**src/rtl/maxpool_window_gen_pkg.sv**
```systemverilog
// Shared definitions for the 2x2 max-pool window generator: pixel width,
// FSM state encoding and the window field order feeding pooling input1..input4.
package maxpool_window_gen_pkg;

   localparam int unsigned DATA_W = 5;

   typedef enum logic [1:0] {
      ST_IDLE = 2'd0,
      ST_FILL = 2'd1,
      ST_EMIT = 2'd2
   } state_e;

   localparam int unsigned WIN_N  = 4;
   localparam int unsigned WIN_TL = 0;
   localparam int unsigned WIN_TR = 1;
   localparam int unsigned WIN_BL = 2;
   localparam int unsigned WIN_BR = 3;

endpackage

```
**src/rtl/maxpool_window_gen_line_buf.sv**
```systemverilog
// One-row pixel buffer: single write port at col, combinational reads at col-1 and col.
module pool_line_buf #(
   parameter int unsigned DATA_W = 5,
   parameter int unsigned IMG_W  = 4,
   parameter int unsigned COL_W  = 2
) (
   input  logic              clk,
   input  logic              wr_en,
   input  logic [COL_W-1:0]  col,
   input  logic [DATA_W-1:0] wr_data,
   output logic [DATA_W-1:0] rd_prev_c,
   output logic [DATA_W-1:0] rd_cur_c
);

   logic [DATA_W-1:0] mem_q [IMG_W];
   logic [DATA_W-1:0] mem_d [IMG_W];

   always_comb begin
      mem_d = mem_q;
      if (wr_en) begin
         mem_d[col] = wr_data;
      end
   end

   // Contents are deliberately not reset; every entry is rewritten before use.
   always_ff @(posedge clk) begin
      mem_q <= mem_d;
   end

   // col is always odd when the previous column is read, so col-1 never underflows.
   assign rd_prev_c = mem_q[col - COL_W'(1)];
   assign rd_cur_c  = mem_q[col];

endmodule

```
**src/rtl/maxpool_window_gen.sv**
```systemverilog
// Raster-order frame to non-overlapping 2x2 windows: buffers even rows, pairs them
// with odd-row pixels, and registers tl/tr/bl/br plus valid/frame_done pulses.
module maxpool_window_gen
   import maxpool_window_gen_pkg::*;
#(
   parameter int unsigned DATA_W = maxpool_window_gen_pkg::DATA_W,
   parameter int unsigned IMG_W  = 4,
   parameter int unsigned IMG_H  = 4
) (
   input  logic              clk,
   input  logic              rst,
   input  logic              start,
   input  logic [DATA_W-1:0] pix_in,
   input  logic              pix_valid,
   output logic [DATA_W-1:0] win_tl,
   output logic [DATA_W-1:0] win_tr,
   output logic [DATA_W-1:0] win_bl,
   output logic [DATA_W-1:0] win_br,
   output logic              win_valid,
   output logic              frame_done,
   output logic              busy
);

   localparam int unsigned COL_W = $clog2(IMG_W);
   localparam int unsigned ROW_W = $clog2(IMG_H);
   localparam logic [COL_W-1:0] COL_LAST = COL_W'(IMG_W - 1);
   localparam logic [ROW_W-1:0] ROW_LAST = ROW_W'(IMG_H - 1);

   state_e                          state_q, state_d;
   logic [COL_W-1:0]                col_q, col_d;
   logic [ROW_W-1:0]                row_q, row_d;
   logic [DATA_W-1:0]               bl_hold_q, bl_hold_d;
   logic [WIN_N-1:0][DATA_W-1:0]    win_q, win_d;
   logic                            win_valid_q, win_valid_d;
   logic                            frame_done_q, frame_done_d;
   logic                            busy_q, busy_d;

   logic                            lb_wr_en_c;
   logic                            accept_c;
   logic                            row_end_c;
   logic [DATA_W-1:0]               lb_prev_c;
   logic [DATA_W-1:0]               lb_cur_c;

   pool_line_buf #(
      .DATA_W (DATA_W),
      .IMG_W  (IMG_W),
      .COL_W  (COL_W)
   ) u_line_buf (
      .clk       (clk),
      .wr_en     (lb_wr_en_c),
      .col       (col_q),
      .wr_data   (pix_in),
      .rd_prev_c (lb_prev_c),
      .rd_cur_c  (lb_cur_c)
   );

   // Next-state, counters and window load.
   always_comb begin
      state_d      = state_q;
      col_d        = col_q;
      row_d        = row_q;
      bl_hold_d    = bl_hold_q;
      win_d        = win_q;
      win_valid_d  = 1'b0;
      frame_done_d = 1'b0;
      lb_wr_en_c   = 1'b0;
      accept_c     = 1'b0;
      row_end_c    = (col_q == COL_LAST);

      case (state_q)
         ST_IDLE: begin
            if (start) begin
               state_d = ST_FILL;
               col_d   = '0;
               row_d   = '0;
            end
         end
         ST_FILL: begin
            if (pix_valid) begin
               accept_c   = 1'b1;
               lb_wr_en_c = 1'b1;
               if (row_end_c) begin
                  state_d = ST_EMIT;
                  row_d   = row_q + ROW_W'(1);
               end
            end
         end
         ST_EMIT: begin
            if (pix_valid) begin
               accept_c = 1'b1;
               if (!col_q[0]) begin
                  bl_hold_d = pix_in;
               end else begin
                  win_d[WIN_TL] = lb_prev_c;
                  win_d[WIN_TR] = lb_cur_c;
                  win_d[WIN_BL] = bl_hold_q;
                  win_d[WIN_BR] = pix_in;
                  win_valid_d   = 1'b1;
               end
               if (row_end_c) begin
                  if (row_q == ROW_LAST) begin
                     state_d      = ST_IDLE;
                     row_d        = '0;
                     frame_done_d = 1'b1;
                  end else begin
                     state_d = ST_FILL;
                     row_d   = row_q + ROW_W'(1);
                  end
               end
            end
         end
         default: begin
            state_d = ST_IDLE;
         end
      endcase

      if (accept_c) begin
         col_d = row_end_c ? '0 : col_q + COL_W'(1);
      end

      busy_d = (state_d != ST_IDLE);
   end

   always_ff @(posedge clk) begin
      if (rst) begin
         state_q      <= ST_IDLE;
         col_q        <= '0;
         row_q        <= '0;
         bl_hold_q    <= '0;
         win_q        <= '0;
         win_valid_q  <= 1'b0;
         frame_done_q <= 1'b0;
         busy_q       <= 1'b0;
      end else begin
         state_q      <= state_d;
         col_q        <= col_d;
         row_q        <= row_d;
         bl_hold_q    <= bl_hold_d;
         win_q        <= win_d;
         win_valid_q  <= win_valid_d;
         frame_done_q <= frame_done_d;
         busy_q       <= busy_d;
      end
   end

   assign win_tl     = win_q[WIN_TL];
   assign win_tr     = win_q[WIN_TR];
   assign win_bl     = win_q[WIN_BL];
   assign win_br     = win_q[WIN_BR];
   assign win_valid  = win_valid_q;
   assign frame_done = frame_done_q;
   assign busy       = busy_q;

endmodule

```
**config.mk**
```make
export PLATFORM = sky130hd
export DESIGN_NAME = maxpool_window_gen
export DESIGN_NICKNAME = d
export VERILOG_FILES = /design/src/rtl/maxpool_window_gen_pkg.sv /design/src/rtl/maxpool_window_gen_line_buf.sv /design/src/rtl/maxpool_window_gen.sv
export SDC_FILE = /design/constraint.sdc
export NUM_CORES = 1
export LEC_CHECK = 0
export BUFFER_PORTS_ARGS = -buffer_cell sky130_fd_sc_hd__buf_4
export CAP_MARGIN = 0
export CORE_ASPECT_RATIO = 0.75
export CORE_MARGIN = 10
export CORE_UTILIZATION = 45
export CTS_CLUSTER_DIAMETER = 100
export DETAILED_ROUTE_END_ITERATION = 10
export GPL_ROUTABILITY_DRIVEN = 0
export GPL_TIMING_DRIVEN = 0
export HOLD_SLACK_MARGIN = 0.1
export PLACE_DENSITY = 0.65
export SLEW_MARGIN = 20
export SYNTH_ARGS = -nofsm -noshare
export SYNTH_HDL_FRONTEND = slang
export SYNTH_SLANG_ARGS = --single-unit
```
**constraint.sdc**
```tcl
create_clock -name clk -period 2.15 [get_ports clk]
set_input_delay 0.1075 -clock clk [delete_from_list [all_inputs] [get_ports clk]]
set_output_delay 0.1075 -clock clk [all_outputs]
set_load 0.02 [all_outputs]
```
# == After elaboration in Yosys (flattened, before gate mapping) ==
# Index checks and enable logic that the tools add are counted.
# word_totals
word_cells,80
ff_bits,54
# op_classes
n_lt_le_gt_ge,3
n_mux,31
n_bitwise,6
n_reduce_logical,13
n_eq_ne,9
addsub,3
# op_table
op,count
$mux W2,14
$mux W5,5
$bmux W5 S2,2
$bwmux W20,1
$pmux W2 S3,2
$demux W5 S2,1
$ne A2 B2 Y1 const B,5
$eq A2 B2 Y1 const B,3
$ge A3 B3 Y1 const B,2
$mux W1,6
$not A2 Y3,2
$reduce_and A3 Y1,2
$reduce_and A6 Y1,1
$reduce_bool A2 Y1,3
$add A2 B1 Y2 const B,2
$not A1 Y1,4
$reduce_or A4 Y1,1
$lt A3 B1 Y1 const B,1
$reduce_bool A3 Y1,1
$reduce_or A3 Y1,1
$eq A2 B1 Y1 const B,1
$logic_not A2 Y1,1
$reduce_and A2 Y1,1
$reduce_or A2 Y1,1
other kinds (2),2

# == Depth between registers and ports, before layout ==
# Gate-level depths: netlist of the first run.
# depth
depth_word,6
depth_mapped,7
depth_no_buf,5

# == Cells and area by module ==
# From an unflattened synthesis of the first run, not the netlist that was laid out.
# hier_totals
hier_cells,204
hier_area_um2,2346.0
# modules_own_cells
module,instances,cells_each,seq_area_each_um2,area_per_inst_um2
maxpool_window_gen,1,163,680.7,1418.9
pool_line_buf,1,41,600.6,927.1

# == Worst setup path after synthesis of the first run ==
# No wires, ideal clock.
# synth_timing
kind,flip-flop to flip-flop
start,reg col_q[1]
end,reg win_q (netlist bit win_tl[0])
setup_time_ps,138
setup_slack_ps,434
required_time_ps,2012
t_arrival_ps,1579
synth_period_minus_slack_ps,1716
n_path_buf,2
stages_incl_launch_ff,7
cell_sequence,dfxtp_1 -> clkbuf_1 -> inv_1 -> ha_1 -> clkbuf_1 -> mux2i_1 -> a211oi_1
# synth_via
elab_chain_cells,5
# synth_rtl
element,line,source
from (decl),maxpool_window_gen.sv:30,"logic [COL_W-1:0] col_q, col_d;"
from (signal assigned),maxpool_window_gen.sv:136,col_q <= col_d;
$sub A2 B1 Y2,maxpool_window_gen_line_buf.sv:31,assign rd_prev_c = mem_q[col - COL_W'(1)];
$not A2 Y3 (not written as such),maxpool_window_gen_line_buf.sv:31,
$bmux W5 S2,maxpool_window_gen_line_buf.sv:31,
$mux W5 (not written as such) (2 in series),maxpool_window_gen_line_buf.sv:31,
to (signal assigned),maxpool_window_gen.sv:139,win_q <= win_d;
to (decl),maxpool_window_gen.sv:33,"logic [WIN_N-1:0][DATA_W-1:0] win_q, win_d;"
# Every way passes these cells. The select of a mux whose other input is x is not followed.
# A chain may end at the register's enable or synchronous reset.

# == Worst setup path after layout of the first run ==
# layout_timing
start,reg col_q[1]
end,reg win_q (netlist bit win_tl[1])
# The elaborated chain is that of the path after synthesis.

==> results of run 1 <==
area by class of cell:
cell class	count	share of cell area (%)
flip-flops and latches	54	49.4
multi-input cells	122	30.9
repair buffers	35	10.6
clock buffers	7	2.95
well taps	57	2.75
plain buffers	13	2.46
inverters	4	0.579
clock inverters	1	0.290
per-stage QoR:
stage | std cells | power, µW | instance area (µm²) | hold slack [ns]
final | 293 | 1720 | 2590 | 0.149
after global routing | 293 | 1780 | 2590 | 0.181
after CTS | 293 | 1740 | 2590 | 0.132
after detailed placement | 280 | 1200 | 2460 | 0.346
after global placement | 280 | 1200 | 2460 | 0.346
after floorplan | 193 | 1160 | 2160 | 0.206
layout by cell type, fill, tap and decap left out:
cell,count
a211oi_1,11
a211oi_2,1
a21boi_0,1
a21oi_1,12
a311oi_1,1
a31oi_1,2
and3_1,6
and4b_1,1
buf_2,5
buf_4,30
buf_6,1
clkbuf_1,8
clkbuf_2,1
clkbuf_8,5
clkinvlp_4,1
dfxtp_1,34
dlygate4sd3_1,5
edfxtp_1,20
ha_1,10
inv_1,4
mux2i_1,17
nand2_1,24
nand2b_1,3
nand3_1,5
nand3b_1,1
nand4_1,1
nand4b_1,1
nor2_1,17
nor2b_1,2
nor3_1,2
o21a_1,1
o32ai_1,1
or2_4,1
or3_1,1
cells by family (layout without fill, tap and decap cells):
kind of cell	count (synthesis)	after routing	synth area share, %
muxes	17	17	7.88
adders and majority gates	10	10	5.79
AOI/OAI and AO/OA	30	30	9.27
buffers and inverters	17	60	3.59
DFF	54	54	59.3
and+or+nand+nor	65	65	14.1
critical path, delay by kind of cell (launching register included):
kind	cells	cell delay, ns
flip-flops	1	0.39
adder cells (fa/ha/maj)	1	0.27
AO/OA/AOI/OAI	1	0.10
multiplexers	1	0.30
buffers and inverters	3	0.70
power groups by stage:
stage | clock, µW | sequential (µW) | combinational [µW]
2_1_floorplan | 0 | 1100 | 59.7
3_3_place_gp | 0 | 1100 | 99.7
3_5_place_dp | 0 | 1100 | 99.8
4_1_cts | 555 | 1080 | 108
5_1_grt | 586 | 1080 | 118
6_report | 536 | 1080 | 107
worst max path at each step:
stage           endpoint  slack, ns  depth (start not counted)
2_1_floorplan  win_tl[0]       0.43                          6
3_3_place_gp   win_tl[1]       0.09                          6
6_report       win_tl[1]       0.26                          6
4_1_cts        win_tl[1]       0.07                          6
5_1_grt        win_tl[2]       0.13                          6
3_5_place_dp   win_tl[1]       0.09                          6
registers in the layout (all words and copies together), names as in the netlist, 2 cells and up:
register,count
win_bl,5
state_q,2
col_q,2
bl_hold_q,5
win_br,5
u_line_buf.mem_q,20
win_tr,5
row_q,2
win_tl,5
timing repair:
action,CTS,global route
gates resized for setup,0,2
hold buffers,5,0
buffers inserted,0,0
setup endpoints to repair,0,5
endpoints found under the hold margin,28,0
routing by layer:
| metal | wire [µm] | up-vias | GRT usage, % |
|---|---|---|---|
| li1 | - | 763 | - |
| met4 | 72 | 0 | 4.23 |
| met1 | 2130 | 669 | 13.3 |
| met2 | 1760 | 34 | 16.2 |
| met3 | 287 | 6 | 4.67 |
| met5 | 0 | - | 0 |
synth_stat cells:
library cell and n:
or3_1 1, nand4_1 1, a311oi_1 1, o32ai_1 1, clkbuf_1 7, nor2_1 17
nand3_1 5, o21a_1 1, nand3b_1 1, or2_4 1, nand4b_1 1, a211oi_2 1
and3_1 6, nand2_1 24, dfxtp_1 34, inv_1 4, ha_1 10, buf_6 1
a211oi_1 11, a21oi_1 12, a31oi_1 2, nor2b_1 2, edfxtp_1 20, mux2i_1 17
a21boi_0 1, and4b_1 1, buf_2 5, nor3_1 2, nand2b_1 3
==> results.cfg, run 1 <==
[detailed_routing]
antenna_left = 0
vias = 1472
dr.first_iter.drc_count = 58
viasPerCell = 5.02
routedWlPerCell_um = 14.5
finalWirelength_mm = 4.25
drt-pass1-iter-count = 4
drc = 0

[sta]
rsz0062_at_grt = false
period_share_pct = 88.1
max_slew_margin_pct = 66.6
final.setup_skew_ns = 0.00623
max_freq_mhz = 528
layout_min_cycle_time_ns = 1.89
setup_viol = 0
setup_slack_ns = 0.256
drv_slew = 0
worstMarginPinSlew_ns = 0.501
finalHoldViolations = 0
tns_ns = 0

[placement]
dp_slack_ns = 0.0914
hpwl_mm = 3.08
port_buffers = 30

[critical_path]
path_cells = clkbuf_2, inv_1, ha_1, clkbuf_1, mux2i_1, a211oi_1
regToRegStartpoint = col_q[1]
setup.worst_path.class = reg2reg
crit_fanout = 7
critPathMaxStageDelay_ns = 0.39
slowest_stage = dfxtp_1
critPathLaunch = col_q[1]
r2r-end = win_tl[1]
r2r_slack_ns = 0.26
worstPathRequired_ns = 2.32
worstPathArrival_ns = 2.07
critPathCaptureType = register
start_kind = register
r2r_cells = 6

[finish]
multiInputGateArea_um2 = 801
nFillCells = 401
post-route-util_pct = 57.0
areaGrowthSynthToFinish_pct = 20.0
fin_nets = 254
drive_above_1_share_pct = 19.1
antenna_cells = 0
seq_area_mm2 = 0.00128

[clock_network]
cts_buffers = 5
cts_root_buffer = clkbuf_8
clock_path_buffers = 2
path_clk_slew_ns = 0.09
cts_tree = yes
clk_latency_ns = 0.30
cts_htree_levels = 2
clock_sinks = 54

[global_route]
grt_max_degree = 17
grt_pass1_vias = 1413
overflow = 0
grt_pass1_wl_mm = 6.88
grtUsageTotal_pct = 10.8
grt_antenna_before_repair = 0

[yosys]
synth_largest_area_cell = dfxtp_1
synthDistinctLibCells = 29
yosys-top-cells-area = dfxtp_1 (32%), edfxtp_1 (28%), mux2i_1 (7.9%)
synth-seq-area-share_pct = 59.3
syn_avg_cell_area_um2 = 11.2
synth_warnings = 0
synth_area_mm2 = 0.00216
syn_inst = 193
syn_nets = 212
netlist.area_leader.share_pct = 31.5
synth_seq_cells = 54

[hold_path]
holdPathEnd = col_q[1]
hold_path.class = in2reg
hold_depth = 4
hp-start = start

[die]
dieHeight_um = 80.0
io_pins = 32
die-width_um = 100
fp.coreArea_mm2 = 0.00455
num_rows = 21
start_util_pct = 47.5
die-area_mm2 = 0.00800

[power_and_ir_drop]
p_sw_uw = 375
clkPwrFrac_pct = 31.2
p_sw_share_pct = 21.8
static-leakage-power_uw = 0.00100
power.internal_uw = 1350
p_per_area_mw_per_mm2 = 664
ir_drop_mv = 0.423
power_frac_seq_pct = 62.6
pwr-share-comb_pct = 6.2

[status]
status = completed

[flow_run]
max_cap_violations = 0
No activity file was read; power rests on OpenSTA's default activity.
==> inputs of run 2 (changes only) <==
--- a/config.mk
+++ b/config.mk
@@ -16,6 +16,7 @@
 export GPL_TIMING_DRIVEN = 0
 export HOLD_SLACK_MARGIN = 0.1
 export PLACE_DENSITY = 0.65
+export REMOVE_ABC_BUFFERS = 1
 export SLEW_MARGIN = 20
 export SYNTH_ARGS = -nofsm -noshare
 export SYNTH_HDL_FRONTEND = slang
==> constraint.sdc (replaced) <==
create_clock -name clk -period 2.15 [get_ports clk]
set_input_delay 0.1075 -clock clk [delete_from_list [all_inputs] [get_ports clk]]
set_output_delay 0.1075 -clock clk [all_outputs]
set_load 0.1 [all_outputs]
==> run 2 against run 1 <==
Clock power increased by 50%. Sequential share of layout area decreased by 0.071 points. Total power increased by 16%. Die area unchanged. First-iteration DRC count increased by 41%. Sequential power about the same. Via count decreased by 1.4%. Utilization increased by 0.083 points. Clock skew decreased by 0.0018 ns. Non-clock buffer count decreased by 12. Fmax increased by 5.5%. Largest cell class unchanged.
==> results.cfg, run 2 (synthesis gave the netlist of run 1 again) <==
[detailed_routing]
dr.first_iter.drc_count = 82
antenna_left = 0
vias = 1452
routedWlPerCell_um = 14.6
finalWirelength_mm = 4.11
drc = 0
drt-pass1-iter-count = 4
viasPerCell = 5.17

[hold_path]
hold_path.class = in2reg
hp-start = start
hold_depth = 4

[sta]
layout_min_cycle_time_ns = 1.80
setup_slack_ns = 0.355
tns_ns = 0
drv_slew = 0
worstMarginPinSlew_ns = 0.553
max_slew_margin_pct = 63.1
finalHoldViolations = 0
period_share_pct = 83.5
final.setup_skew_ns = 0.00439
rsz0062_at_grt = false
max_freq_mhz = 557
setup_viol = 0

[global_route]
grt_max_degree = 36
overflow = 0
grtUsageTotal_pct = 10.2
grt_antenna_before_repair = 0
grt_pass1_wl_mm = 6.60
grt_pass1_vias = 1404

[finish]
areaGrowthSynthToFinish_pct = 20.2
instances_no_fill = 281
final_common_cell = dfxtp_1
antenna_cells = 0
largest_register_ffs = 20
fin_nets = 242
post-route-util_pct = 57.1
drive_above_1_share_pct = 18.8
top_register = u_line_buf.mem_q
nFillCells = 364
mostFrequentLayoutCells = dfxtp_1 (34), buf_4 (31), nand2_1 (24)

[flow_run]
max_cap_violations = 0

[clock_network]
cts_tree = yes
cts_htree_levels = 2
clock_sinks = 54
clock_path_buffers = 2
clk_latency_ns = 0.30
path_clk_slew_ns = 0.09
cts_buffers = 5
cts_root_buffer = clkbuf_8

[critical_path]
r2r_slack_ns = 0.35
regToRegStartpoint = state_q[0]
worstPathRequired_ns = 2.36
start_kind = register
critPathLaunch = state_q[0]
worstPathArrival_ns = 2.01
crit_fanout = 30
critPathCaptureType = register
setup.worst_path.class = reg2reg
r2r_cells = 5

[die]
die-area_mm2 = 0.00800
fp.coreArea_mm2 = 0.00455
num_rows = 21
die-width_um = 100
dieHeight_um = 80.0
io_pins = 32
start_util_pct = 47.5

[placement]
dp.cells = 268
port_buffers = 31
hpwl_mm = 2.95
dp_slack_ns = 0.0399

[power_and_ir_drop]
p_per_area_mw_per_mm2 = 770
finalPower_uw = 2000
ir_drop_mv = 0.441
static-leakage-power_uw = 0.00100

[status]
status = completed
run 2: changes by cell type in the layout (fill, tap and decap cells not counted):
| cell | previous run | this run |
|---|---|---|
| clkinvlp_4 | 1 | 0 |
| buf_2 | 5 | 0 |
| clkbuf_8 | 5 | 6 |
| and3_2 | 0 | 1 |
| buf_4 | 30 | 31 |
| bufinv_16 | 0 | 2 |
| buf_6 | 1 | 0 |
| clkbuf_2 | 1 | 0 |
| and3_1 | 6 | 5 |
| clkbuf_1 | 8 | 0 |
run 2: per-stage QoR:
| step | cell area [µm²] | hold slack, ns |
|---|---|---|
| after floorplan | 2100 | 0.177 |
| after global placement | 2400 | 0.341 |
| after detailed placement | 2400 | 0.344 |
| after CTS | 2590 | 0.145 |
| after global routing | 2590 | 0.142 |
| final | 2590 | 0.153 |
run 2: path summary, 6_finish.rpt:
check,end
hold / removal,col_q[1]
setup / recovery,win_tr[3]
hold reg to reg,win_br[2]
setup reg to reg,win_tr[3]
run 2: worst max-delay path: stages, from the launching register on:
cell,delay [ns]
dfxtp_1,0.38
inv_1,0.11
ha_1,0.31
and3_2,0.61
nor2_1,0.08
a211oi_1,0.22
run 2: repair_timing:
| action | 4_1_cts | 5_1_grt |
|---|---|---|
| hold endpoints to repair | 26 | 0 |
| gates resized for setup | 0 | 1 |
| setup endpoints to repair | 0 | 20 |
| setup buffers | 0 | 0 |
| hold buffers | 5 | 0 |
run 2: routing by layer:
layer	track usage (%)	vias up	part of all wire, %
li1	-	736	-
met1	11.6	674	45
met2	16.7	40	47
met3	4.84	2	8.0
met4	2.96	0	0.32
met5	0	-	0
run 2: power breakdown:
group	leakage, µW	internal [µW]	switching [µW]
Combinational	0.000475	44.9	69.3
Sequential	0.000455	1070	8.30
Clock	0.0000714	496	309
Total	0.00100	1610	387
run 2: area by class of cell:
type	count	area (µm²)	share of cell area, %
clock buffer	6	82.6	3.18
clock inverter	2	60.1	2.31
inverter	4	15.0	0.579
multi-input combinational	122	802	30.9
sequential	54	1280	49.4
tap	57	71.3	2.75
timing repair buffer	36	283	10.9
